--- config.mk ---
export PLATFORM = sky130hd
export DESIGN_NAME = xyz_result_packer
export DESIGN_NICKNAME = d
export VERILOG_FILES = /design/src/rtl/xyz_result_packer.sv
export SDC_FILE = /design/constraint.sdc
export NUM_CORES = 1
export LEC_CHECK = 0
export CAP_MARGIN = 40
export CORE_ASPECT_RATIO = 1.5
export CORE_MARGIN = 2
export CORE_UTILIZATION = 58
export DETAILED_ROUTE_END_ITERATION = 7
export PLACE_DENSITY = 0.77
export SYNTH_ARGS = -nofsm -noshare
export SYNTH_HDL_FRONTEND = slang
export SYNTH_SLANG_ARGS = --single-unit
--- constraint.sdc ---
create_clock -name clk -period 3.6 [get_ports clk]
set_input_delay 0.36 -clock clk [delete_from_list [all_inputs] [get_ports clk]]
set_output_delay 0.36 -clock clk [all_outputs]
set_load 0.01 [all_outputs]
--- src/rtl/xyz_result_packer.sv ---
// Packs per-sample x/y/z check results into 8-bit words with mismatch masks; push to out_valid is one cycle.
// Input stalls only on a full FIFO at a word boundary or while a flush waits for space; output is valid/ready.

module xyz_rp_fifo #(
    parameter int W     = 20,
    parameter int DEPTH = 4
) (
    input  logic                   clk,
    input  logic                   rst_n,
    input  logic                   push,
    input  logic [W-1:0]           push_dat,
    input  logic                   pop,
    output logic [W-1:0]           head_dat,
    output logic [$clog2(DEPTH):0] level
);
    localparam int AW = $clog2(DEPTH);

    logic [W-1:0]  mem [DEPTH];
    logic [AW-1:0] wr_ptr;
    logic [AW-1:0] rd_ptr;
    logic [AW-1:0] rd_nxt;
    logic [AW:0]   level_nxt;

    assign rd_nxt    = rd_ptr + AW'(pop);
    assign level_nxt = level + (AW+1)'(push) - (AW+1)'(pop);

    always_ff @(posedge clk) begin
        if (push) begin
            mem[wr_ptr] <= push_dat;
        end
    end

    // Head is reloaded every edge so the output word always comes straight from a flop;
    // when the FIFO drains to the word being pushed, bypass the array write.
    always_ff @(posedge clk or negedge rst_n) begin
        if (!rst_n) begin
            wr_ptr   <= '0;
            rd_ptr   <= '0;
            level    <= '0;
            head_dat <= '0;
        end else begin
            if (push) begin
                wr_ptr <= wr_ptr + AW'(1);
            end
            rd_ptr <= rd_nxt;
            level  <= level_nxt;
            if (level_nxt == '0) begin
                head_dat <= '0;
            end else if (level == (AW+1)'(pop)) begin
                head_dat <= push_dat;
            end else begin
                head_dat <= mem[rd_nxt];
            end
        end
    end
endmodule

module xyz_result_packer #(
    parameter int DEPTH = 4,
    parameter int CNT_W = 16
) (
    input  logic                   clk,
    input  logic                   rst_n,
    input  logic                   in_valid,
    output logic                   in_ready,
    input  logic                   x,
    input  logic                   y,
    input  logic                   z,
    input  logic                   flush,
    output logic                   out_valid,
    input  logic                   out_ready,
    output logic [7:0]             out_data,
    output logic [7:0]             out_err,
    output logic [3:0]             out_len,
    output logic [CNT_W-1:0]       err_count,
    output logic [$clog2(DEPTH):0] level
);
    localparam int LW = $clog2(DEPTH) + 1;

    typedef enum logic [1:0] {
        EMPTY      = 2'd0,
        FILLING    = 2'd1,
        FLUSH_WAIT = 2'd2
    } state_t;

    typedef struct packed {
        logic [7:0] data;
        logic [7:0] err;
        logic [3:0] len;
    } word_t;

    state_t     state;
    logic [2:0] bit_cnt;
    logic [7:0] asm_data;
    logic [7:0] asm_err;
    logic       full;
    logic       accept;
    logic       mism;
    logic       flush_go;
    logic       push;
    logic       pop;
    word_t      cur;
    word_t      head;

    assign full      = (level == LW'(DEPTH));
    assign in_ready  = !((bit_cnt == 3'd7 && full) || state == FLUSH_WAIT);
    assign accept    = in_valid & in_ready;
    assign mism      = z ^ (x | ~y);
    assign flush_go  = flush && (state == FILLING);
    assign out_valid = (level != '0);
    assign pop       = out_valid & out_ready;

    // A sample accepted in the same cycle as a push becomes the last bit of the pushed word.
    always_comb begin
        cur.data = asm_data;
        cur.err  = asm_err;
        cur.len  = {1'b0, bit_cnt};
        if (accept) begin
            cur.data[bit_cnt] = z;
            cur.err[bit_cnt]  = mism;
            cur.len           = {1'b0, bit_cnt} + 4'd1;
        end
    end

    assign push = (state == FLUSH_WAIT) ? !full
                                        : ((accept && bit_cnt == 3'd7) || (flush_go && !full));

    always_ff @(posedge clk or negedge rst_n) begin
        if (!rst_n) begin
            state     <= EMPTY;
            bit_cnt   <= '0;
            asm_data  <= '0;
            asm_err   <= '0;
            err_count <= '0;
        end else begin
            if (accept && mism && err_count != {CNT_W{1'b1}}) begin
                err_count <= err_count + CNT_W'(1);
            end
            if (push) begin
                state    <= EMPTY;
                bit_cnt  <= '0;
                asm_data <= '0;
                asm_err  <= '0;
            end else begin
                if (accept) begin
                    asm_data <= cur.data;
                    asm_err  <= cur.err;
                    bit_cnt  <= bit_cnt + 3'd1;
                end
                // flush_go without push means the FIFO is full: park until a slot frees
                if (flush_go) begin
                    state <= FLUSH_WAIT;
                end else if (accept) begin
                    state <= FILLING;
                end
            end
        end
    end

    xyz_rp_fifo #(
        .W     ($bits(word_t)),
        .DEPTH (DEPTH)
    ) u_fifo (
        .clk      (clk),
        .rst_n    (rst_n),
        .push     (push),
        .push_dat (cur),
        .pop      (pop),
        .head_dat (head),
        .level    (level)
    );

    assign out_data = head.data;
    assign out_err  = head.err;
    assign out_len  = head.len;
endmodule

# [Word-level counts from Yosys, hierarchy flattened]
# Memory sizes are Yosys's and may differ from the RTL's.
# Cells that the tools add are included.
[totals] reg_bits=64 ram_bits=80 in_bits=8 output_inout_bits=41 word_cells=64 memories=1
[classes] n_addsub=7 magnitude_cmp=2 eq_ne=6 mux=19 bitwise=5 reduce_logical=15
[memory_table] memory="u_fifo.mem" depth=4 word_bits=20 read_ports=1 rd_ports_with_merged_regs=0 wr=1 line="18" source="logic [W-1:0] mem [DEPTH];"
[op_table] operator="$mux 20" count=3
[op_table] operator="$mux 8" count=4
[op_table] operator="$add 16x1->16 const B" count=1
[op_table] operator="$bwmux 8" count=2
[op_table] operator="$ne 16x16->1 const B" count=1
[op_table] operator="$logic_and 1x1->1" count=7
[op_table] operator="$eq 3x3->1 const B" count=2
[op_table] operator="$mux 2" count=3
[op_table] operator="$mux 3" count=2
[op_table] operator="$reduce_bool 3->1" count=2
[op_table] operator="$add 3x1->4 const B" count=1
[op_table] operator="$lt 3x4->1 const B" count=1
[op_table] operator="$mux 1" count=4
[op_table] operator="$add 3x1->3" count=1
[op_table] operator="$add 3x1->3 const B" count=1
[op_table] operator="$demux 1 s3" count=1
[op_table] operator="$eq 3x1->1" count=1
[op_table] operator="$ge 3x1->1 const B" count=1
[op_table] operator="$logic_not 3->1" count=1
[op_table] operator="$sub 3x1->3" count=1
[op_table] operator="$add 2x1->2" count=1
[op_table] operator="$add 2x1->2 const B" count=1
[op_table] operator="$and 1x1->1" count=2
[op_table] operator="$eq 2x1->1 const B" count=1
[op_table] operator="7 further kinds" count=9

# [Logic depth before layout (Yosys ltp)]
[depth] depth_word=12 ltp_mapped=14 ltp_nobuf=12

# [Cells and area by module]
# From an unflattened synthesis, not the netlist that was laid out.
[hier_totals] cells_unflattened=402 hier_area_um2=6308.6
[by_module_without_submodules] mod="xyz_rp_fifo" instances=1 cells_each=209 area_each_um2=4207.8 seq_area_each_um2=3078.0
[by_module_without_submodules] mod="xyz_result_packer" instances=1 cells_each=193 area_each_um2=2100.8 seq_area_each_um2=925.9

# [Worst setup path before layout]
# No wires, ideal clock.
[synth_path] path_kind="register to register" start="register bit_cnt[0]" end="register u_fifo.head_dat[4]" arrival_time_ns=2.876 required_time_ns=3.523 setup_slack_ns=0.648 stages_incl_launch_ff=15 n_path_buf=2 synth_period_minus_slack_ns=2.952 path_cell_list="dfrtp_1 ha_1 ha_1 a31oi_1 nor2_1 clkbuf_1 ha_1 inv_1 fa_1 xnor2_1 xnor2_1 o21ba_2 clkbuf_1 nand2_1 o21ai_1"
[synth_between] elab_chain_len=12
[synth_rtl] element="from (decl)" line="93" source="logic [2:0] bit_cnt;"
[synth_rtl] element="from (signal assigned)" line="148" source="bit_cnt <= bit_cnt + 3'd1;"
[synth_rtl] element="$eq 3x3->1 *" line="106, 126"
[synth_rtl] element="$logic_and 1x1->1" line="106" source="assign in_ready = !((bit_cnt == 3'd7 && full) || state == FLUSH_WAIT);"
[synth_rtl] element="$logic_or 1x1->1" line="106"
[synth_rtl] element="$logic_not 1->1" line="106"
[synth_rtl] element="$and 1x1->1" line="107" source="assign accept = in_valid & in_ready;"
[synth_rtl] element="$logic_and 1x1->1 *" line="126" source=": ((accept && bit_cnt == 3'd7) || (flush_go && !full));"
[synth_rtl] element="$logic_or 1x1->1 *" line="126"
[synth_rtl] element="$mux 1 *" line="125" source="assign push = (state == FLUSH_WAIT) ? !full"
[synth_rtl] element="$add 3x1->3 *" line="25" source="assign level_nxt = level + (AW+1)'(push) - (AW+1)'(pop);"
[synth_rtl] element="$sub 3x1->3 *" line="25"
[synth_rtl] element="net u_fifo.level_nxt[2]" line="22" source="logic [AW:0] level_nxt;"
[synth_rtl] element="$logic_not 3->1 *" line="47" source="if (level_nxt == '0) begin"
[synth_rtl] element="$mux 20 *" line="47"
[synth_rtl] element="to (signal assigned)" line="50" source="head_dat <= push_dat;"
[synth_rtl] element="to (signal assigned)" line="52" source="head_dat <= mem[rd_nxt];"
[synth_rtl] element="to (decl)" line="13" source="output logic [W-1:0] head_dat,"
# Mark *: on every way through the listed nets, which the timed path passes. The rest lies on a longest branch.
# A chain may end at the register's enable or synchronous reset.

# [Worst setup path in the final report]
[layout_path] start="register u_fifo.level[0]" end="register u_fifo.head_dat[12]"
[layout_between] elab_chain_len=12
[layout_rtl] element="from (decl)" line="14" source="output logic [$clog2(DEPTH):0] level"
[layout_rtl] element="from (signal assigned)" line="46" source="level <= level_nxt;"
[layout_rtl] element="$eq 3x3->1" line="105" source="assign full = (level == LW'(DEPTH));"
[layout_rtl] element="$logic_and 1x1->1" line="106"
[layout_rtl] element="$logic_or 1x1->1" line="106"
[layout_rtl] element="$logic_not 1->1" line="106"
[layout_rtl] element="$and 1x1->1" line="107"
[layout_rtl] element="$logic_and 1x1->1" line="126"
[layout_rtl] element="$logic_or 1x1->1" line="126"
[layout_rtl] element="$mux 1" line="125"
[layout_rtl] element="$add 3x1->3" line="25"
[layout_rtl] element="$sub 3x1->3 *" line="25"
[layout_rtl] element="net u_fifo.level_nxt[2]" line="22"
[layout_rtl] element="$logic_not 3->1 *" line="47"
[layout_rtl] element="$mux 20 *" line="47"
# Marks and branches as above.

==> run summary <==
The flow ran to the end, and the final reports show no timing, DRC or antenna violations. For this design, the slowest cell found on the critical path is o21ba_2. Detailed placement finished with a half-perimeter wire length of 8307 µm. Cell internal power was estimated by the tool at 4493 µW. Setup repair after global routing left no endpoint under its margin. The worst setup path is of the reg -> reg kind.

Wire length of the first global-routing pass: 20,280 µm. The most used flip-flop cell after synthesis is edfxtp_1. Setup total negative slack on the finished layout was measured at 0 ns. The tools report the number of levels in the clock H-tree as 4. Number of top-level pins: 49. Number of global-route vias before repair: 3,972. The initial DRC count was 323; the signal arrival time at the worst endpoint was 3.48 ns.

The run gives 448 as the total nets after synthesis. In this run the critical register-to-register path is captured at u_fifo.head_dat[12]. TritonCTS built the clock tree. The normalized max-slew margin came out at 0.3483. In this run the cell area measured after placement is 6827 µm². In this run the horizontal extent of the chip is 87.77 µm. The power density over cell area is 903.4 nW/µm².

The commonest cells after synthesis are edfxtp_1, dfrtp_1, nand2_1, inv_1, o21ai_0. Clock tree synthesis selected as its root buffer the cell clkbuf_16. The clock latency on the worst-skew pair is 0.41 ns, and the number of CTS-inserted buffers is 17. The slack of the worst reg-to-reg path came out at 0.44 ns. The tools report the post-cts hold buffer count as 0. From synthesis to final layout, the design area changed by 21.73%.

The number of antenna cells inserted is 0, and the net switching share of the total power is 0.3308. Summed over all nets, the switching power comes to 2221 µW. Synthesis inferred 144 register bits. The logs give 144 for the clock sink count and 3.92 ns for the critical path required time.

The peak per-stage delay on the critical path is 0.54 ns, and the number of port buffers is 48. The final hold violation count was 0. Ranked by total cell area, the synthesized netlist is headed by edfxtp_1, dfrtp_1, mux4_2. After layout, the minimum clock period comes to 3.158 ns. The tools report the share of total power in combinational logic as 0.365. Walking the worst path, the cells encountered are or3_1 -> and2_1 -> ha_1 -> inv_1 -> ha_1 -> inv_1 -> fa_1 -> xnor2_1 -> xnor2_1 -> o21ba_2 -> nand2_1 -> o21ai_0.

The region available for standard cell placement spans 10,190 µm². Counting the fill cells in the layout gives 639. The worst-case IR drop observed on VDD is 0.5230 mV. The finished cells cover 7431 µm². Buffers added to address setup during post-CTS repair amount to 0. The startpoint of the lowest-slack register-to-register path is u_fifo.level[0]. Summed over all layers, the global routing overflow is 0. The net total in the final layout came out at 516.

Entering global routing, the biggest net connects 65 pins. The share of post-route cells with drive strength above 1 came out at 0.1667. A synthesized cell averages 14.23 µm². For this run, the number of Yosys warnings is 0. The total wire length after detailed routing is 12,950 µm. The number of flops mapped to enable cells by yosys works out to 80. Post-CTS repair changed the size of 0 cells.

Startpoint type of the worst setup path: a flop. The logs give 0.5990 for the initial core utilization and 0.003060 µW for the leakage power. The post-synthesis cell type count came out at 50. For the worst flop-to-flop path, the logic depth is 12.

The number of failing setup endpoints in the final timing report came out at 0. STA classifies the critical path endpoint as a flop. The tools report the achievable clock frequency as 316.7 MHz. The class of the tightest hold or removal check was in -> async. The share of the yosys chip area belonging to registers was 0.6559; the weighted congestion reported at the end of routability-driven placement was 0.8226.

For the portion of total power attributed to the clock network, the log shows 0.264. The number of pins with negative max-slew slack in the final report was 0. The synthesized instance count came out at 429. The run gives 0.005999 ns as the post-route clock skew. Once detail routing completed, the nets flagged for antenna violations numbered 0.

The tools report the total track usage as 0.2471. The tools report the number of remaining DRC errors as 0. Hold is met by 0.1111 ns. The run gives 6713 µW as the final total power. edfxtp_1 takes more of the synthesized area than any other cell. The proportion of power drawn by flip-flops and latches is 0.371, and the post-detailed-route wirelength per cell is 19.89 µm. The number of vias per cell after detailed routing is 5.753, and the area share of the largest cell type after synthesis is 0.3935. The worst-case clock buffer depth is 2. The post-route fraction of the period consumed by the critical path was 0.8771.

The fraction of synthesis flops using an asynchronous set or reset pin is 0.4444, and the row count is 45. The pin slew with the least headroom to its limit was 0.9766 ns; the clock input transition at the sequential cells of the worst setup and hold paths was 0.06 ns. The maximum fanout count along the critical path was 20.

In the post-synthesis netlist, the cell with the most instances is edfxtp_1. For the number of detailed-routing iterations run before antenna repair, the log shows 4. The die is 129.7 µm tall.

The run gives 6105 µm² as the netlist area before placement. The initial antenna violation count was 0. The run gives 0 as the max-capacitance violation count. The die covers 11,380 µm². The detailed-route via count came out at 3,745.
## metal layers
layer  track usage  vias up  wire length, µm
met3       0.05669       22              563
met5             0        -                0
met1        0.2730     1933             4717
met4        0.1032        0              276
met2        0.4496      116             7394
li1              -     1674                -
## critical path, delay by kind of cell (launching register included)
kind | cells | cell delay, ns
buffers and inverters | 2 | 0.13
DFF | 1 | 0.42
xor gates and xnor gates | 2 | 0.36
AOI/OAI and AO/OA | 2 | 0.66
and+or+nand+nor | 3 | 0.68
adders and majority gates | 3 | 0.82
## final cells by class
cell class | count | area (µm²) | area share
tap | 141 | 176.4 | 0.02374
timing repair buffer | 65 | 603.1 | 0.08116
clock inverter | 12 | 157.7 | 0.02122
sequential | 144 | 4004 | 0.5388
inverter | 31 | 116.4 | 0.01566
clock buffer | 20 | 446.7 | 0.06011
multi-input combinational | 238 | 1927 | 0.2593
## through the flow
step	instances	setup WS (ns)	util
2_1_floorplan	429	0.6478	-
3_5_place_dp	619	0.4160	0.6699
3_3_place_gp	618	0.5338	0.6691
4_1_cts	651	0.4183	0.7292
5_1_grt	651	0.2152	0.7292
6_report	651	0.4424	0.7292
## sequential cells by signal, indices dropped and copies added, names as in the netlist
name,flops
u_fifo.level,3
u_fifo.mem,80
err_count,16
asm_data,8
bit_cnt,3
state,2
u_fifo.head_dat,20
u_fifo.rd_ptr,2
u_fifo.wr_ptr,2
asm_err,8
## power groups by stage
stage	sequential [µW]	combinational (µW)	clock [µW]
2_1_floorplan	2560	1440	0
3_3_place_gp	2490	2360	0
3_5_place_dp	2510	2440	0
4_1_cts	2490	2490	1790
5_1_grt	2530	2670	1870
6_report	2490	2450	1770
## placed cells by master (no fill, tap or decap), types with 3 or more instances in the layout
master	n
edfxtp_1	80
dfrtp_1	64
clkdlybuf4s50_1	47
nand2_1	42
inv_1	31
o21ai_0	28
nor2_1	23
mux4_2	20
mux2i_1	17
clkbuf_16	17
buf_4	17
xor2_1	11
ha_1	10
nor3_1	7
and2_1	6
nand2b_1	6
xnor2_1	6
nor2b_1	4
and3_1	4
a21oi_1	4
nand3b_1	3
nor4_2	3
o21ai_1	3
nand4_1	3
nand3_1	3
nor4_1	3
clkinv_4	3
bufinv_16	3
## kinds of logic (layout without fill, tap and decap cells)
| group | after synthesis | after routing | share of synthesized area |
|---|---|---|---|
| compound gates | 47 | 47 | 0.04530 |
| simple gates | 122 | 122 | 0.1123 |
| flops | 144 | 144 | 0.6559 |
| mux | 40 | 40 | 0.1072 |
| buf+inv | 47 | 128 | 0.02972 |
| xor+xnor | 18 | 18 | 0.02582 |
| fa+ha+maj | 11 | 11 | 0.02378 |
## worst max-delay path by stage
stage / start / endpoint / slack (ns) / depth (start not counted)
global route: u_fifo.level[0] / u_fifo.head_dat[2] / 0.22 / 12
floorplan: bit_cnt[0] / u_fifo.head_dat[4] / 0.65 / 14
detailed placement: flush / u_fifo.head_dat[11] / 0.42 / 13
CTS: u_fifo.level[0] / u_fifo.head_dat[2] / 0.42 / 12
global placement: flush / u_fifo.head_dat[6] / 0.53 / 13
finish: u_fifo.level[0] / u_fifo.head_dat[12] / 0.44 / 12
Power figures use the tool's default switching activity.
